`src/rtl/arb_mux_pkg.sv`:
```
// Shared constants and helpers for the arbitrated multiplexer.
// Configuration macro: ARB_MUX_RR_EN selects round-robin (defined) or fixed priority (undefined).
package arb_mux_pkg;

    localparam int DEFAULT_WIDTH    = 32;
    localparam int DEFAULT_CHANNELS = 4;
    localparam int MAX_CHANNELS     = 16;

    // Callers zero-extend their grant vector to MAX_CHANNELS bits and narrow the result.
    function automatic logic [3:0] onehot_to_idx(input logic [MAX_CHANNELS-1:0] onehot);
        logic [3:0] idx;
        idx = '0;
        for (int i = 0; i < MAX_CHANNELS; i++) begin
            if (onehot[i]) begin
                idx = idx | 4'(i);
            end
        end
        return idx;
    endfunction

endpackage

```
`src/rtl/arb_mux_rr_arbiter.sv`:
```
// One-hot request arbiter: round-robin with a rotating pointer when ARB_MUX_RR_EN is defined,
// otherwise stateless fixed priority with the lowest index winning.
module rr_arbiter #(
    parameter int CHANNELS = 4,
    localparam int SELW = $clog2(CHANNELS)
) (
`ifdef ARB_MUX_RR_EN
    input  logic                clk,
    input  logic                rst,
`endif
    input  logic [CHANNELS-1:0] req,
    input  logic                en,
    output logic [CHANNELS-1:0] grant
);

`ifdef ARB_MUX_RR_EN
    logic [SELW-1:0] r_ptr;
    logic [SELW-1:0] w_ptr_nxt;
    logic [SELW-1:0] w_idx;
    logic            w_found;

    // Search ptr, ptr+1, ... modulo CHANNELS so ptr stays below CHANNELS for any count.
    always_comb begin
        grant     = '0;
        w_ptr_nxt = r_ptr;
        w_idx     = '0;
        w_found   = 1'b0;
        for (int k = 0; k < CHANNELS; k++) begin
            w_idx = SELW'((int'(r_ptr) + k) % CHANNELS);
            if (!w_found && req[w_idx]) begin
                grant[w_idx] = 1'b1;
                w_ptr_nxt    = SELW'((int'(r_ptr) + k + 1) % CHANNELS);
                w_found      = 1'b1;
            end
        end
        if (!en) begin
            grant = '0;
        end
    end

    always_ff @(posedge clk or posedge rst) begin
        if (rst) begin
            r_ptr <= '0;
        end else if (en && (|req)) begin
            r_ptr <= w_ptr_nxt;
        end
    end
`else
    // Isolate the lowest set request bit.
    always_comb begin
        grant = '0;
        if (en) begin
            grant = req & (~req + CHANNELS'(1));
        end
    end
`endif

endmodule

```
`src/rtl/arb_mux.sv`:
```
// N-channel arbitrated multiplexer with a registered output stage.
// Arbitration mode is chosen by ARB_MUX_RR_EN (round-robin) versus fixed priority.
module arb_mux
    import arb_mux_pkg::*;
#(
    parameter int WIDTH    = DEFAULT_WIDTH,
    parameter int CHANNELS = DEFAULT_CHANNELS,
    localparam int SELW    = $clog2(CHANNELS)
) (
    input  logic                      clk,
    input  logic                      rst,
    input  logic [CHANNELS*WIDTH-1:0] in_data,
    input  logic [CHANNELS-1:0]       in_valid,
    output logic [CHANNELS-1:0]       in_ready,
    output logic [WIDTH-1:0]          out_data,
    output logic [SELW-1:0]           out_sel,
    output logic                      out_valid,
    input  logic                      out_ready
);

    // Handshake: a beat moves on any edge where valid && ready; producers hold valid and data
    // stable until granted, and the output item is held until out_ready is seen with out_valid.
    logic                r_valid;
    logic [WIDTH-1:0]    r_data;
    logic [SELW-1:0]     r_sel;
    logic                w_free;
    logic                w_en;
    logic [CHANNELS-1:0] w_grant;
    logic [WIDTH-1:0]    w_data;
    logic [SELW-1:0]     w_sel;

    assign w_free = !r_valid || out_ready;
    assign w_en   = w_free && !rst;

    rr_arbiter #(
        .CHANNELS(CHANNELS)
    ) u_arb (
`ifdef ARB_MUX_RR_EN
        .clk  (clk),
        .rst  (rst),
`endif
        .req  (in_valid),
        .en   (w_en),
        .grant(w_grant)
    );

    always_comb begin
        w_data = '0;
        for (int i = 0; i < CHANNELS; i++) begin
            if (w_grant[i]) begin
                w_data = w_data | in_data[i*WIDTH +: WIDTH];
            end
        end
    end

    assign w_sel = SELW'(onehot_to_idx(MAX_CHANNELS'(w_grant)));

    always_ff @(posedge clk or posedge rst) begin
        if (rst) begin
            r_valid <= 1'b0;
            r_data  <= '0;
            r_sel   <= '0;
        end else if (|w_grant) begin
            r_valid <= 1'b1;
            r_data  <= w_data;
            r_sel   <= w_sel;
        end else if (out_ready) begin
            r_valid <= 1'b0;
        end
    end

    assign in_ready  = w_grant;
    assign out_data  = r_data;
    assign out_sel   = r_sel;
    assign out_valid = r_valid;

endmodule

```
`config.mk`:
```
export PLATFORM = sky130hd
export DESIGN_NAME = arb_mux
export DESIGN_NICKNAME = d
export VERILOG_FILES = /design/src/rtl/arb_mux_pkg.sv /design/src/rtl/arb_mux_rr_arbiter.sv /design/src/rtl/arb_mux.sv
export SDC_FILE = /design/constraint.sdc
export NUM_CORES = 1
export LEC_CHECK = 0
export ABC_AREA = 0
export BUFFER_PORTS_ARGS = -buffer_cell sky130_fd_sc_hd__buf_2
export CELL_PAD_IN_SITES_DETAIL_PLACEMENT = 1
export CELL_PAD_IN_SITES_GLOBAL_PLACEMENT = 1
export CORE_MARGIN = 2
export CORE_UTILIZATION = 35
export DETAILED_ROUTE_END_ITERATION = 16
export GPL_TIMING_DRIVEN = 0
export PLACE_DENSITY_LB_ADDON = 0.1
export SYNTH_ARGS = -nofsm -noshare
export SYNTH_HDL_FRONTEND = slang
export SYNTH_SLANG_ARGS = --single-unit
```
`constraint.sdc`:
```
create_clock -name clk -period 5.9 [get_ports clk]
set_input_delay 0.295 -clock clk [delete_from_list [all_inputs] [get_ports clk]]
set_output_delay 0.295 -clock clk [all_outputs]
set_load 0.02 [all_outputs]
```
==> run_summary.xml <==
<?xml version="1.0" encoding="UTF-8"?>
<metrics>
  <group name="logic_synthesis">
    <metric name="postSynthRegisterBits" unit="">35</metric>
    <metric name="netlist_instances" unit="">336</metric>
    <metric name="synth_top_family_by_area" unit="">compound AO/OA/AOI/OAI gates</metric>
    <metric name="synth-edff-count" unit="">0</metric>
    <metric name="postSynthNetCount" unit="">471</metric>
    <metric name="synth.area.mux_share" unit="%">0</metric>
    <metric name="synth_adder_area_share" unit="%">0</metric>
    <metric name="yosys_warnings" unit="">0</metric>
    <metric name="synth_compound_gate_area_share" unit="%">32.1</metric>
    <metric name="post_synthesis_instance_area" unit="µm²">3130</metric>
    <metric name="synth-main-ff-cell" unit="">dfrtp_1</metric>
    <metric name="synthSimpleGateAreaFrac" unit="%">31.3</metric>
    <metric name="synthDistinctLibCells" unit="">22</metric>
    <metric name="post_synthesis_sequential_area_ratio" unit="%">28.0</metric>
    <metric name="synth_async_sr_flop_share" unit="%">100</metric>
    <metric name="yosys.area_share.xor_xnor" unit="%">0</metric>
    <metric name="syn_area_per_cell" unit="µm²">9.31</metric>
  </group>
  <group name="run">
    <metric name="cap_viol_max_count" unit="">0</metric>
  </group>
  <group name="power_and_ir_drop">
    <metric name="total_switching_power" unit="µW">335</metric>
    <metric name="seqPwrFrac" unit="%">36.9</metric>
    <metric name="power.internal" unit="µW">498</metric>
    <metric name="power.static_leakage" unit="nW">1.78</metric>
    <metric name="power_frac_clock" unit="%">20.4</metric>
    <metric name="swShare" unit="%">40.2</metric>
    <metric name="p_total" unit="µW">833</metric>
    <metric name="p_per_area" unit="nW/µm²">197</metric>
    <metric name="comb_power_share" unit="%">42.8</metric>
    <metric name="vdd_drop_max" unit="V">0.000104</metric>
  </group>
  <group name="hold_path">
    <metric name="min_from" unit="">in_data[53]</metric>
    <metric name="hold_path_depth" unit="">3</metric>
    <metric name="hp-class" unit="">in2reg</metric>
    <metric name="min_delay_worst_endpoint" unit="">out_data[21]</metric>
  </group>
  <group name="timing">
    <metric name="finalSetupViolations" unit="">0</metric>
    <metric name="hold_viol" unit="">0</metric>
    <metric name="finalWorstPathRequiredPeriod" unit="ns">2.65</metric>
    <metric name="rsz0062_at_grt" unit="">no</metric>
    <metric name="clock.fmax" unit="GHz">0.377</metric>
    <metric name="worst_clock_skew" unit="ns">0.00965</metric>
    <metric name="report.final.slew_viol_count" unit="">0</metric>
    <metric name="worst-slew-pin-transition" unit="ns">0.587</metric>
    <metric name="setup_total_negative_slack" unit="ns">0</metric>
    <metric name="slew_headroom" unit="%">60.9</metric>
    <metric name="finalCritPeriodShare" unit="%">45.0</metric>
  </group>
  <group name="status">
    <metric name="status" unit="">complete, no violations</metric>
  </group>
  <group name="clocking">
    <metric name="cts.path.max_buffers" unit="">2</metric>
    <metric name="cts_tree" unit="">built</metric>
    <metric name="cts_root_buffer" unit="">clkbuf_8</metric>
    <metric name="worst_skew_pair.late_latency" unit="ns">0.29</metric>
    <metric name="post_cts_hold_buffer_count" unit="">0</metric>
    <metric name="tritoncts_num_sinks" unit="">35</metric>
    <metric name="cts_buffers" unit="">5</metric>
    <metric name="cts.repair.resized" unit="">0</metric>
    <metric name="clock_tree.htree_level_count" unit="">2</metric>
    <metric name="path_clk_slew" unit="ns">0.07</metric>
    <metric name="cts_setup_buffers" unit="">0</metric>
  </group>
  <group name="routing">
    <metric name="drtPass1Iterations" unit="">4</metric>
    <metric name="wl_per_cell" unit="µm">22.0</metric>
    <metric name="num_vias" unit="">3868</metric>
    <metric name="antenna_left" unit="">0</metric>
    <metric name="wl" unit="mm">13.7</metric>
    <metric name="avgViaCountPerCell" unit="">6.21</metric>
    <metric name="drc_errors" unit="">0</metric>
    <metric name="dr.first_iter.drc_count" unit="">213</metric>
  </group>
  <group name="finish">
    <metric name="final_cell_area" unit="µm²">4220</metric>
    <metric name="layout_overhead_on_the_synthesized_area" unit="%">34.8</metric>
    <metric name="layout_common_cells" unit="">buf_2 (172), nand4_1 (64), clkbuf_1 (52)</metric>
    <metric name="design.final.nets" unit="">651</metric>
    <metric name="diodes" unit="">0</metric>
    <metric name="final_layout_size_suffix_gt1_share" unit="%">42.3</metric>
    <metric name="layout_commonest_cell" unit="">buf_2</metric>
  </group>
  <group name="critical_path">
    <metric name="worst-r2r-cell-count" unit="">6</metric>
    <metric name="reg2reg_from" unit="">out_valid</metric>
    <metric name="max_stage_delay" unit="ns">0.44</metric>
    <metric name="worstPathCellList" unit="">nand2b_1 -&gt; clkbuf_1 -&gt; clkbuf_1 -&gt; clkbuf_1 -&gt; and3_1 -&gt; buf_2</metric>
    <metric name="critPathMostFrequentCell" unit="">clkbuf_1</metric>
    <metric name="sort_of_element_at_the_start_of_the_critical_path" unit="">flop</metric>
    <metric name="cpMaxStageDelayCell" unit="">clkbuf_1</metric>
    <metric name="timing.critical_path.required" unit="ns">5.61</metric>
    <metric name="crit_fanout" unit="">10</metric>
    <metric name="critPathCaptureType" unit="">output port</metric>
    <metric name="arrival" unit="ns">2.36</metric>
    <metric name="timing.critical_path.buf_inv" unit="">4</metric>
    <metric name="cp_delay_by_family_top" unit="">buffers and inverters</metric>
    <metric name="crit-reg2reg-capture" unit="">out_data[24]</metric>
    <metric name="timing.reg2reg.setup_slack" unit="ns">3.66</metric>
    <metric name="setup.worst_path.class" unit="">reg2out</metric>
  </group>
  <group name="die">
    <metric name="die_width" unit="µm">98.6</metric>
    <metric name="die_area" unit="µm²">9710</metric>
    <metric name="dieHeight" unit="µm">98.6</metric>
    <metric name="floorplan.initialDensity" unit="%">36.1</metric>
    <metric name="coreArea" unit="µm²">8680</metric>
    <metric name="num_rows" unit="">34</metric>
    <metric name="design.portCount" unit="">174</metric>
  </group>
  <group name="place">
    <metric name="placed_area" unit="µm²">4150</metric>
    <metric name="placement.io_buffers" unit="">172</metric>
    <metric name="place_hpwl" unit="mm">10.2</metric>
    <metric name="routabilityCongestion" unit="">0.868</metric>
  </group>
  <group name="grt">
    <metric name="initial_antenna_violation_count" unit="">0</metric>
    <metric name="number_of_global_route_vias_before_repair" unit="">4208</metric>
    <metric name="grt_util_all_layers" unit="%">27.8</metric>
    <metric name="largest_net_degree_at_the_start_of_global_routing" unit="">28</metric>
    <metric name="total_overflow_reported_by_the_global_router" unit="">0</metric>
    <metric name="wire_length_of_the_first_global_routing_pass" unit="mm">21.5</metric>
  </group>
</metrics>
==> cells in the mapped netlist, drive strengths merged (2+ instances only) <==
cell     count  area [µm²]
nor2b        3        18.8
a41oi       32         505
nor2         2        7.51
o2111ai     32         280
dfrtp       35         876
nand4       64         400
a31oi       32         200
clkbuf      52         195
and2        34         213
and3b       32         280
and3         4        30.0
buf          6        67.6
==> power by group through the flow <==
| stage | clock network (mW) | registers, mW | logic, mW |
|---|---|---|---|
| floorplan | 0 | 0.358 | 0.158 |
| global placement | 0 | 0.310 | 0.346 |
| detailed placement | 0 | 0.311 | 0.355 |
| CTS | 0.172 | 0.307 | 0.356 |
| global route | 0.178 | 0.312 | 0.382 |
| finish | 0.170 | 0.307 | 0.356 |
==> worst max-delay path by stage <==
stage	from	to	slack, ns	cells after the start
3_3_place_gp	rst	in_ready[0]	2.28	6
6_report	out_valid	in_ready[0]	3.25	6
4_1_cts	out_valid	in_ready[0]	3.22	6
5_1_grt	out_valid	in_ready[0]	3.08	6
3_5_place_dp	rst	in_ready[0]	3.48	7
2_1_floorplan	rst	in_ready[0]	3.29	4
==> cell type report <==
class                   instances  area, µm²
fillers                      1103       4460
clock buffers                   6       72.6
flip-flops and latches         35        876
repair buffers                173        881
multi-input cells             242       1990
inverters                       1       3.75
well taps                     108        135
plain buffers                  58        264
==> cell families after synthesis <==
kind of cell,count (synthesis)
compound gates,98
buf+inv,59
flops,35
simple gates,144
==> per-layer routing <==
metal  share of wire, %  global-route usage, %
met5                  0                      0
met4                1.2                   8.01
met3                6.4                   4.89
met2                 50                   49.7
met1                 42                   34.2
==> registers in the layout, summed over array words and instances (netlist names) <==
register	count
out_data	32
out_sel	2
out_valid	1
==> tightest hold or removal path, stage by stage <==
cell and delay (ns):
buf_2 0.10, nand4_1 0.06, a41oi_1 0.10
==> through the flow <==
step / hold WS, ns / util, % / worst slack [ns] / cells
final: 0.308 / 48.6 / 3.25 / 623
after global routing: 0.333 / 48.6 / 3.08 / 623
after CTS: 0.306 / 48.6 / 3.22 / 623
after detailed placement: 0.526 / 47.8 / 3.48 / 617
after global placement: 0.479 / 47.5 / 2.28 / 616
after floorplan: 0.457 / - / 3.29 / 336
Note: power is estimated with default switching activity, not from simulation.
